File: src/rtl/bc_io_interrupt_ctrl.sv
// Basic Computer I/O and interrupt block: FGI/FGO flags, INPR/OUTR, IEN, R,
// register-I/O instruction execution and the RT0..RT2 interrupt-cycle sequencer.
module bc_io_interrupt_ctrl #(
  parameter int CHAR_W   = 8,
  parameter int ADDR_W   = 12,
  parameter int RET_ADDR = 0,
  parameter int ISR_ADDR = 1
) (
  input  logic              clk,
  input  logic              rst,
  input  logic              io_exec,
  input  logic [5:0]        io_op,
  input  logic [CHAR_W-1:0] ac_lo,
  input  logic              fetch_busy,
  input  logic              instr_boundary,
  input  logic              kb_valid,
  input  logic [CHAR_W-1:0] kb_data,
  input  logic              prn_ack,
  output logic              fgi,
  output logic              fgo,
  output logic              ien,
  output logic              r_flag,
  output logic [CHAR_W-1:0] inpr,
  output logic [CHAR_W-1:0] outr,
  output logic              prn_req,
  output logic              ac_load_inpr,
  output logic              skip_pc,
  output logic              irq_active,
  output logic              irq_ar_load,
  output logic [ADDR_W-1:0] irq_ar_value,
  output logic              irq_tr_load_pc,
  output logic              irq_mem_write,
  output logic              irq_pc_load,
  output logic [ADDR_W-1:0] irq_pc_value,
  output logic              kb_overrun
);

  typedef enum logic [1:0] {IDLE, RT0, RT1, RT2} irq_state_t;

  irq_state_t        state_q, state_d;
  logic              fgi_q, fgi_d;
  logic              fgo_q, fgo_d;
  logic              ien_q, ien_d;
  logic              r_q, r_d;
  logic              ovr_q, ovr_d;
  logic [CHAR_W-1:0] inpr_q, inpr_d;
  logic [CHAR_W-1:0] outr_q, outr_d;

  logic io_valid;
  logic op_inp, op_out, op_ski, op_sko, op_ion, op_iof;

  assign io_valid = io_exec & (state_q == IDLE);
  assign op_inp   = io_valid & io_op[5];
  assign op_out   = io_valid & io_op[4];
  assign op_ski   = io_valid & io_op[3];
  assign op_sko   = io_valid & io_op[2];
  assign op_ion   = io_valid & io_op[1];
  assign op_iof   = io_valid & io_op[0];

  always_ff @(posedge clk or posedge rst) begin
    if (rst) begin
      state_q <= IDLE;
      fgi_q   <= 1'b0;
      fgo_q   <= 1'b1;
      ien_q   <= 1'b0;
      r_q     <= 1'b0;
      ovr_q   <= 1'b0;
      inpr_q  <= '0;
      outr_q  <= '0;
    end else begin
      state_q <= state_d;
      fgi_q   <= fgi_d;
      fgo_q   <= fgo_d;
      ien_q   <= ien_d;
      r_q     <= r_d;
      ovr_q   <= ovr_d;
      inpr_q  <= inpr_d;
      outr_q  <= outr_d;
    end
  end

  always_comb begin
    fgi_d  = fgi_q;
    inpr_d = inpr_q;
    ovr_d  = ovr_q;
    // INP frees INPR in the same cycle, so a coincident character is accepted.
    if (op_inp) fgi_d = 1'b0;
    if (kb_valid) begin
      if (!fgi_q || op_inp) begin
        inpr_d = kb_data;
        fgi_d  = 1'b1;
      end else begin
        ovr_d = 1'b1;
      end
    end
  end

  always_comb begin
    fgo_d  = fgo_q;
    outr_d = outr_q;
    if (op_out) begin
      outr_d = ac_lo;
      fgo_d  = 1'b0;
    end else if (prn_ack && !fgo_q) begin
      fgo_d = 1'b1;
    end
  end

  always_comb begin
    ien_d   = ien_q;
    r_d     = r_q;
    state_d = state_q;
    if (op_iof)      ien_d = 1'b0;
    else if (op_ion) ien_d = 1'b1;
    if (ien_q && (fgi_q || fgo_q) && !fetch_busy && state_q == IDLE) r_d = 1'b1;
    unique case (state_q)
      IDLE: if (instr_boundary && r_q) state_d = RT0;
      RT0:  state_d = RT1;
      RT1:  state_d = RT2;
      RT2: begin
        ien_d   = 1'b0;
        r_d     = 1'b0;
        state_d = IDLE;
      end
      default: state_d = IDLE;
    endcase
  end

  assign fgi            = fgi_q;
  assign fgo            = fgo_q;
  assign ien            = ien_q;
  assign r_flag         = r_q;
  assign inpr           = inpr_q;
  assign outr           = outr_q;
  assign kb_overrun     = ovr_q;
  assign prn_req        = ~fgo_q;
  assign ac_load_inpr   = op_inp;
  assign skip_pc        = (op_ski & fgi_q) | (op_sko & fgo_q);
  assign irq_active     = (state_q != IDLE);
  assign irq_ar_load    = (state_q == RT0);
  assign irq_tr_load_pc = (state_q == RT0);
  assign irq_mem_write  = (state_q == RT1);
  assign irq_pc_load    = (state_q == RT1);
  assign irq_ar_value   = ADDR_W'(RET_ADDR);
  assign irq_pc_value   = ADDR_W'(ISR_ADDR);

endmodule

File: config.mk
export PLATFORM = sky130hd
export DESIGN_NAME = bc_io_interrupt_ctrl
export DESIGN_NICKNAME = d
export VERILOG_FILES = /design/src/rtl/bc_io_interrupt_ctrl.sv
export SDC_FILE = /design/constraint.sdc
export NUM_CORES = 1
export LEC_CHECK = 0
export CAP_MARGIN = 0
export CORE_MARGIN = 4
export CORE_UTILIZATION = 45
export CTS_BUF_LIST = sky130_fd_sc_hd__clkbuf_8
export DETAILED_ROUTE_END_ITERATION = 12
export DONT_BUFFER_PORTS = 1
export SLEW_MARGIN = 20
export SYNTH_ARGS = -nofsm -noshare
export SYNTH_HDL_FRONTEND = slang
export SYNTH_SLANG_ARGS = --single-unit
File: constraint.sdc
create_clock -name clk -period 2.2 [get_ports clk]
set_input_delay 0.66 -clock clk [delete_from_list [all_inputs] [get_ports clk]]
set_output_delay 0.66 -clock clk [all_outputs]
set_load 0.01 [all_outputs]
Yosys cells after proc, flatten, opt, wreduce, memory -nomap -nowiden
Index checks and enable logic that the tools add are counted.
- flip-flop bits (word level): 23
- input port bits: 29
- output and inout bits: 53
- logic and storage cells: 53
- equal/unequal tests: 4
- muxes and demuxes: 12
- bitwise operators: 12
- reductions and logical operators: 17
- operators by type and width (cell ; number):
    1-bit 2-to-1 mux ; 10
    1-bit AND ; 9
    2-bit one-hot mux with 4 select lines ; 1
    2-bit nonzero test ; 3
    1-bit logical AND ; 5
    2-bit equality test (second input constant) ; 2
    2-bit AND reduction ; 2
    1-bit zero test ; 3
    3-bit nonzero test ; 1
    2-bit by 1-bit equality test with 1-bit output (second input constant) ; 1
    2-bit zero test ; 1
    1-bit logical OR ; 2
    2-bit 2-to-1 mux ; 1
    2-bit by 1-bit inequality test with 1-bit output (second input constant) ; 1
    1-bit inverter ; 2
    1-bit bitwise OR ; 1

Depth between registers and ports, before layout
Gate-level depths: netlist (run 1).
- word-level depth: 6
- depth in mapped cells: 6
- mapped depth without buffers: 5

Least setup slack after synthesis (run 1)
Ideal clock, no wire load.
- path type: register to output
- start: register state_q[0]
- end: output port skip_pc
- arrival time: 0.989 ns
- required time: 1.540 ns
- setup slack: 0.551 ns
- cell stages (with the launch flop): 6
- path buffers: 1
- path through: dfrtp_1 inv_1 ha_1 buf_4 nand2_1 nor2_1
- word-level cells in the longest chain between the ends: 5
- elaborated cells on any way between the ends: 7
- those cells by class: bitwise (6); reduce/logical (1)
- RTL lines (item ; RTL line ; text):
    start: declaration ; 40 ; irq_state_t state_q, state_d;
    start signal: assignment ; 71 ; state_q <= state_d;
    2-bit zero test (*) ; 52 ; assign io_valid = io_exec & (state_q == IDLE);
    1-bit AND (*) ; 52 ;
    1-bit AND (on tied branches) ; 55, 56 ;
    1-bit AND ; 138 ; assign skip_pc = (op_ski & fgi_q) | (op_sko & fgo_q);
    1-bit bitwise OR (*) ; 138 ;
    end: declaration ; 27 ; output logic skip_pc,
Every way passes the cells marked *; elsewhere a longest branch is shown, timed or not.

Worst setup path in the final report (run 1)
Ends and elaborated chain as after synthesis.

==> flow_summary.toml, run 1 <==
[floorplanning]
top_level_ports = 82
die_area_um2 = 3534
die_x_um = 59.45
rows = 18
die_h_um = 59.45
initial_core_util_pct = 47.65
fp.coreArea_um2 = 2500

[clocking]
clkSinkCount = 23
cts.reportedPaths.clkPinSlew_ps = 80
post_cts_buffers = 0
htreeDepth = 1
cts_tree = "done"
numCtsBuffers = 3
clockBufferDepth = 2
clk_latency_ps = 260
holdBufCountCts = 0
post_cts_resized = 0
cts_root_buffer = "clkbuf_8"

[logic_synthesis]
syn_inst = 98
synthTopCellsByArea = "dfrtp_1 46%, buf_4 17%, mux2_2 16%"
yosys_warnings = 0
syn_area_um2 = 1191
synth_top_area_cell = "dfrtp_1"
seq_area_frac_synth_pct = 48.42
synth_top_area_share_pct = 46.22
syn_area_per_cell_um2 = 12.15
synth_seq_cells = 23
yosysUniqueCellTypes = 20

[pwr]
cellPowerDensity_nw_per_um2 = 1337
total_power_w = 0.001568
power.leakage_nw = 0.5556
switching_share_pct = 37.42
p_int_w = 0.0009812
pwr-share-comb_pct = 29.2
power.clock.fraction_pct = 16.7
vdd_drop_max_mv = 0.6571
seqPwrFrac_pct = 54.1
p_switching_w = 0.0005867

[setup_path]
slowest_delay_ps = 410
critPathCaptureType = "output pin"
cp_slowest_cell = "dfrtp_1"
reg2reg_to = "inpr[1]"
crit_arrival_ps = 1310
r2r-start = "state_q[0]"
path_delay_family = "flip-flops"
start_kind = "register"
reg2reg_depth = 5
cp_num_buf_inv = 1
crit_chain = "inv_1, ha_1, nand2_1, nor2_1"
worstSetupPathType = "reg2out"
critPathMaxFanout = 4
worstPathRequired_ps = 1540
ff2ff_setup_slack_ps = 500

[timing]
finalHoldViolations = 0
post-route-period-util_pct = 89.76
timing.fmax_mhz = 506.4
max_slew.worst_pin.slew_ps = 505.2
clock_skew_ps = 1.064
rsz0062_at_grt = "no"
fin_crit_ps = 1975
finalSetupViolations = 0
slew_headroom_pct = 66.28
drv_slew = 0
finalSetupTns_ps = 0

[final_layout]
layout_commonest_cell = "conb_1"
post-route-util_pct = 46.90
drive_above_1_share_pct = 29.29
fin_nets = 133
area_growth_pct = -1.576
diodes = 0
final_cell_mix = "24 x conb_1, 22 x dfrtp_1, 17 x mux2_2"
nFillCells = 224

[grt]
grt_pass1_vias = 622
grt_antenna_before_repair = 0
grt_max_degree = 15
track_usage_pct = 10.80
gr-total-overflow = 0
grt_pass1_wl_mm = 2.801

[route]
wl_per_cell_um = 15.65
via_per_inst = 4.837
num_vias = 624
drtIter0Drc = 25
ant_nets = 0
detail_route.first_pass.iterations = 4
drc = 0
routed_wl_mm = 2.019

[worst_hold_path]
hold_path.class = "in2async"

[run]
drv_cap = 0

[place]
globalplace.congestion = 0.7008
io_buffer_count = 0
dp_hpwl_mm = 1.642

[outcome]
status = "finished clean"
-- state kept, by name (all words and copies together) (netlist names) --
| register | flops |
|---|---|
| fgo | 1 |
| inpr | 8 |
| kb_overrun | 1 |
| ien | 1 |
| r_flag | 1 |
| outr | 8 |
| fgi | 1 |
| state_q | 2 |
-- Yosys cell counts (all sizes together) --
cell type  instances
a21boi             1
a21o               1
a21oi              1
a22oi              1
a311oi             1
a31o               1
a31oi              2
buf               27
conb               2
dfrtp             22
dfstp              1
ha                 4
inv                8
mux2              17
nand2              3
nand3              2
nor2               2
o2111ai            1
o21a               1
-- power by group through the flow --
| stage | clock, W | combinational, W | sequential, W |
|---|---|---|---|
| after floorplan | 0 | 0.000457 | 0.000816 |
| after global placement | 0 | 0.000449 | 0.000857 |
| after detailed placement | 0 | 0.000468 | 0.000864 |
| after CTS | 0.000277 | 0.000469 | 0.000856 |
| after global routing | 0.000289 | 0.000511 | 0.000875 |
| final | 0.000261 | 0.000459 | 0.000848 |
-- logic make-up after synthesis --
| kind of cell | Yosys count | share of synthesized area (%) |
|---|---|---|
| adders and majority gates | 4 | 4.202 |
| AOI/OAI and AO/OA | 10 | 7.249 |
| DFF | 23 | 48.42 |
| other | 2 | 0.6305 |
| muxes | 17 | 16.07 |
| buffers and inverters | 35 | 19.54 |
| and+or+nand+nor | 7 | 3.887 |
-- area by class of cell --
cell class	instances	area, um2	share of cell area (%)
Sequential cell	23	576.8	49.20
Clock buffer	3	41.29	3.522
Timing Repair Buffer	2	15.01	1.281
Multi-Input combinational cell	62	464.2	39.59
Tap cell	30	37.54	3.202
Inverter	8	30.03	2.561
Clock inverter	1	7.507	0.6403
-- through the flow --
step	instances	hold slack, ps	instance area, um2	setup WS, ps
after floorplan	120	511.7	1274	550.6
after global placement	125	522.6	1124	525.7
after detailed placement	125	529.3	1124	499.8
after CTS	129	318.1	1172	206.1
after global routing	129	336.8	1172	127.4
final	129	304.5	1172	225.3
-- metal layers --
layer | GRT usage (%) | wire, um | vias to the layer above
li1 | - | - | 276
met1 | 11.22 | 707 | 291
met2 | 18.41 | 976 | 55
met3 | 6.318 | 320 | 2
met4 | 2.913 | 14 | 0
met5 | 0 | 0 | -
-- worst reg2reg max path: cells and delay by family (launching register included) --
kind,cells,cell delay [ps]
fa+ha+maj,1,270
buf+inv,1,100
flops,1,410
simple gates,1,130
mux,1,380
compound gates,1,300
-- worst max-delay path by stage --
stage,cells past startpoint,slack [ps],to,start
2_1_floorplan,5,550,skip_pc,state_q[0]
6_report,4,230,skip_pc,state_q[0]
3_5_place_dp,5,500,inpr[1],state_q[0]
3_3_place_gp,4,530,skip_pc,state_q[0]
5_1_grt,4,130,skip_pc,state_q[0]
4_1_cts,4,210,skip_pc,state_q[0]
(Power assumes the default switching activity.)
==> run 2: changes to the inputs <==
--- a/config.mk
+++ b/config.mk
@@ -6,11 +6,16 @@
 export NUM_CORES = 1
 export LEC_CHECK = 0
 export CAP_MARGIN = 0
+export CELL_PAD_IN_SITES_DETAIL_PLACEMENT = 0
+export CELL_PAD_IN_SITES_GLOBAL_PLACEMENT = 2
+export CORE_ASPECT_RATIO = 1.25
 export CORE_MARGIN = 4
-export CORE_UTILIZATION = 45
+export CORE_UTILIZATION = 36
 export CTS_BUF_LIST = sky130_fd_sc_hd__clkbuf_8
 export DETAILED_ROUTE_END_ITERATION = 12
 export DONT_BUFFER_PORTS = 1
+export PLACE_DENSITY_LB_ADDON = 0.1
+export RECOVER_POWER = 100
 export SLEW_MARGIN = 20
 export SYNTH_ARGS = -nofsm -noshare
 export SYNTH_HDL_FRONTEND = slang
==> run 2 against run 1 <==
Net effect:
- clock skew up 6.1 ps
- cell area down 1.3%
- worst hold slack better by 190 ps
- sequential share of layout area up 0.64 points
==> flow_summary.toml, run 2 (synthesized netlist as in run 1, its figures left out) <==
[route]
drtIter0Drc = 13
ant_nets = 0
routed_wl_mm = 2.010
drc = 0
via_per_inst = 4.588
detail_route.first_pass.iterations = 2
wl_per_cell_um = 14.78
num_vias = 624

[floorplanning]
initial_core_util_pct = 37.29
die_area_um2 = 4299
die_h_um = 72.31
rows = 23
fp.coreArea_um2 = 3194
top_level_ports = 82
die_x_um = 59.45

[timing]
rsz0062_at_grt = "no"
slew_headroom_pct = 20.99
post-route-period-util_pct = 92.99
finalSetupViolations = 0
clock_skew_ps = 7.197
drv_slew = 0
hold_ws_ps = 499.0
max_slew.worst_pin.slew_ps = 1185
fin_crit_ps = 2046
timing.fmax_mhz = 488.8
finalHoldViolations = 0
finalSetupTns_ps = 0

[run]
drv_cap = 0

[grt]
gr-total-overflow = 0
grt_max_degree = 24
grt_pass1_wl_mm = 3.049
grt_pass1_vias = 664
track_usage_pct = 9.230
grt_antenna_before_repair = 0

[place]
dp_hpwl_mm = 1.657
io_buffer_count = 0
globalplace.congestion = 0.7007

[final_layout]
final_cell_mix = "24 x conb_1, 22 x dfrtp_1, 17 x mux2_2"
fin_nets = 133
diodes = 0
drive_above_1_share_pct = 24.24
post-route-util_pct = 36.23
layout_commonest_cell = "conb_1"
area_growth_pct = -2.836

[pwr]
power.leakage_nw = 0.5471
cellPowerDensity_nw_per_um2 = 1322
total_power_w = 0.001530
vdd_drop_max_mv = 0.4748

[clocking]
post_cts_buffers = 0
cts_root_buffer = "clkbuf_8"
holdBufCountCts = 0
clockBufferDepth = 2
htreeDepth = 1
clkSinkCount = 23
post_cts_resized = 0
clk_latency_ps = 260
numCtsBuffers = 3
cts_tree = "done"
cts.reportedPaths.clkPinSlew_ps = 80

[setup_path]
critPathMaxFanout = 7
start_kind = "register"
worstPathRequired_ps = 1540
critPathCaptureType = "output pin"
worstSetupPathType = "reg2out"
crit_arrival_ps = 1390

[worst_hold_path]
hold_path.class = "in2reg"

[outcome]
status = "finished clean"
==> run 2: cell count changes in the layout (fill, tap and decap cells not counted), sizes merged <==
cell	change
inv	+1
clkbuf	+2
clkinvlp	-1
buf	-2
==> run 2: worst max-delay path, cell delays in order (launching register included) <==
cell	delay (ps)
dfrtp_1	410
inv_1	100
ha_1	320
clkbuf_1	200
inv_1	100
==> run 2: area by class of cell <==
cell class,instances,area (um2)
clock buffer,3,41.29
clock inverter,1,3.754
fill,345,2037
inverter,8,30.03
multi-input combinational,62,451.7
sequential,23,576.8
tap,37,46.29
timing repair buffer,2,7.507
==> run 2: metal layers <==
layer  vias up  wire length [um]  part of all wire, %  GRT usage [%]
met2        39              1076                   54          15.67
met5         -                 0                    0              0
met1       310               684                   34          10.09
met4         0                13                 0.65          3.778
li1        273                 -                    -              -
met3         2               236                   12          3.559
==> run 2: through the flow <==
step	instances	setup WS, ps	cell area [um2]
global route	136	30.60	1157
global placement	132	404.6	1132
floorplan	120	550.6	1274
finish	136	154.2	1157
detailed placement	132	377.5	1132
CTS	136	114.5	1177
==> run 2: final timing paths <==
path	endpoint	from	cells past startpoint	slack, ps
max	irq_active	state_q[0]	4	150
min	fgi	kb_valid	1	500
max reg2reg	inpr[4]	state_q[0]	5	330
min reg2reg	kb_overrun	kb_overrun	1	550
min in group asynchronous	inpr[6]	rst	2	660
max in group asynchronous	ien	rst	2	830
==> run 2: power breakdown <==
group / leakage (nW) / internal (W) / switching, W
logic: 0.252 / 0.000220 / 0.000219
clock network: 0.0269 / 0.000124 / 0.000121
registers: 0.268 / 0.000620 / 0.000225
total: 0.547 / 0.000964 / 0.000566
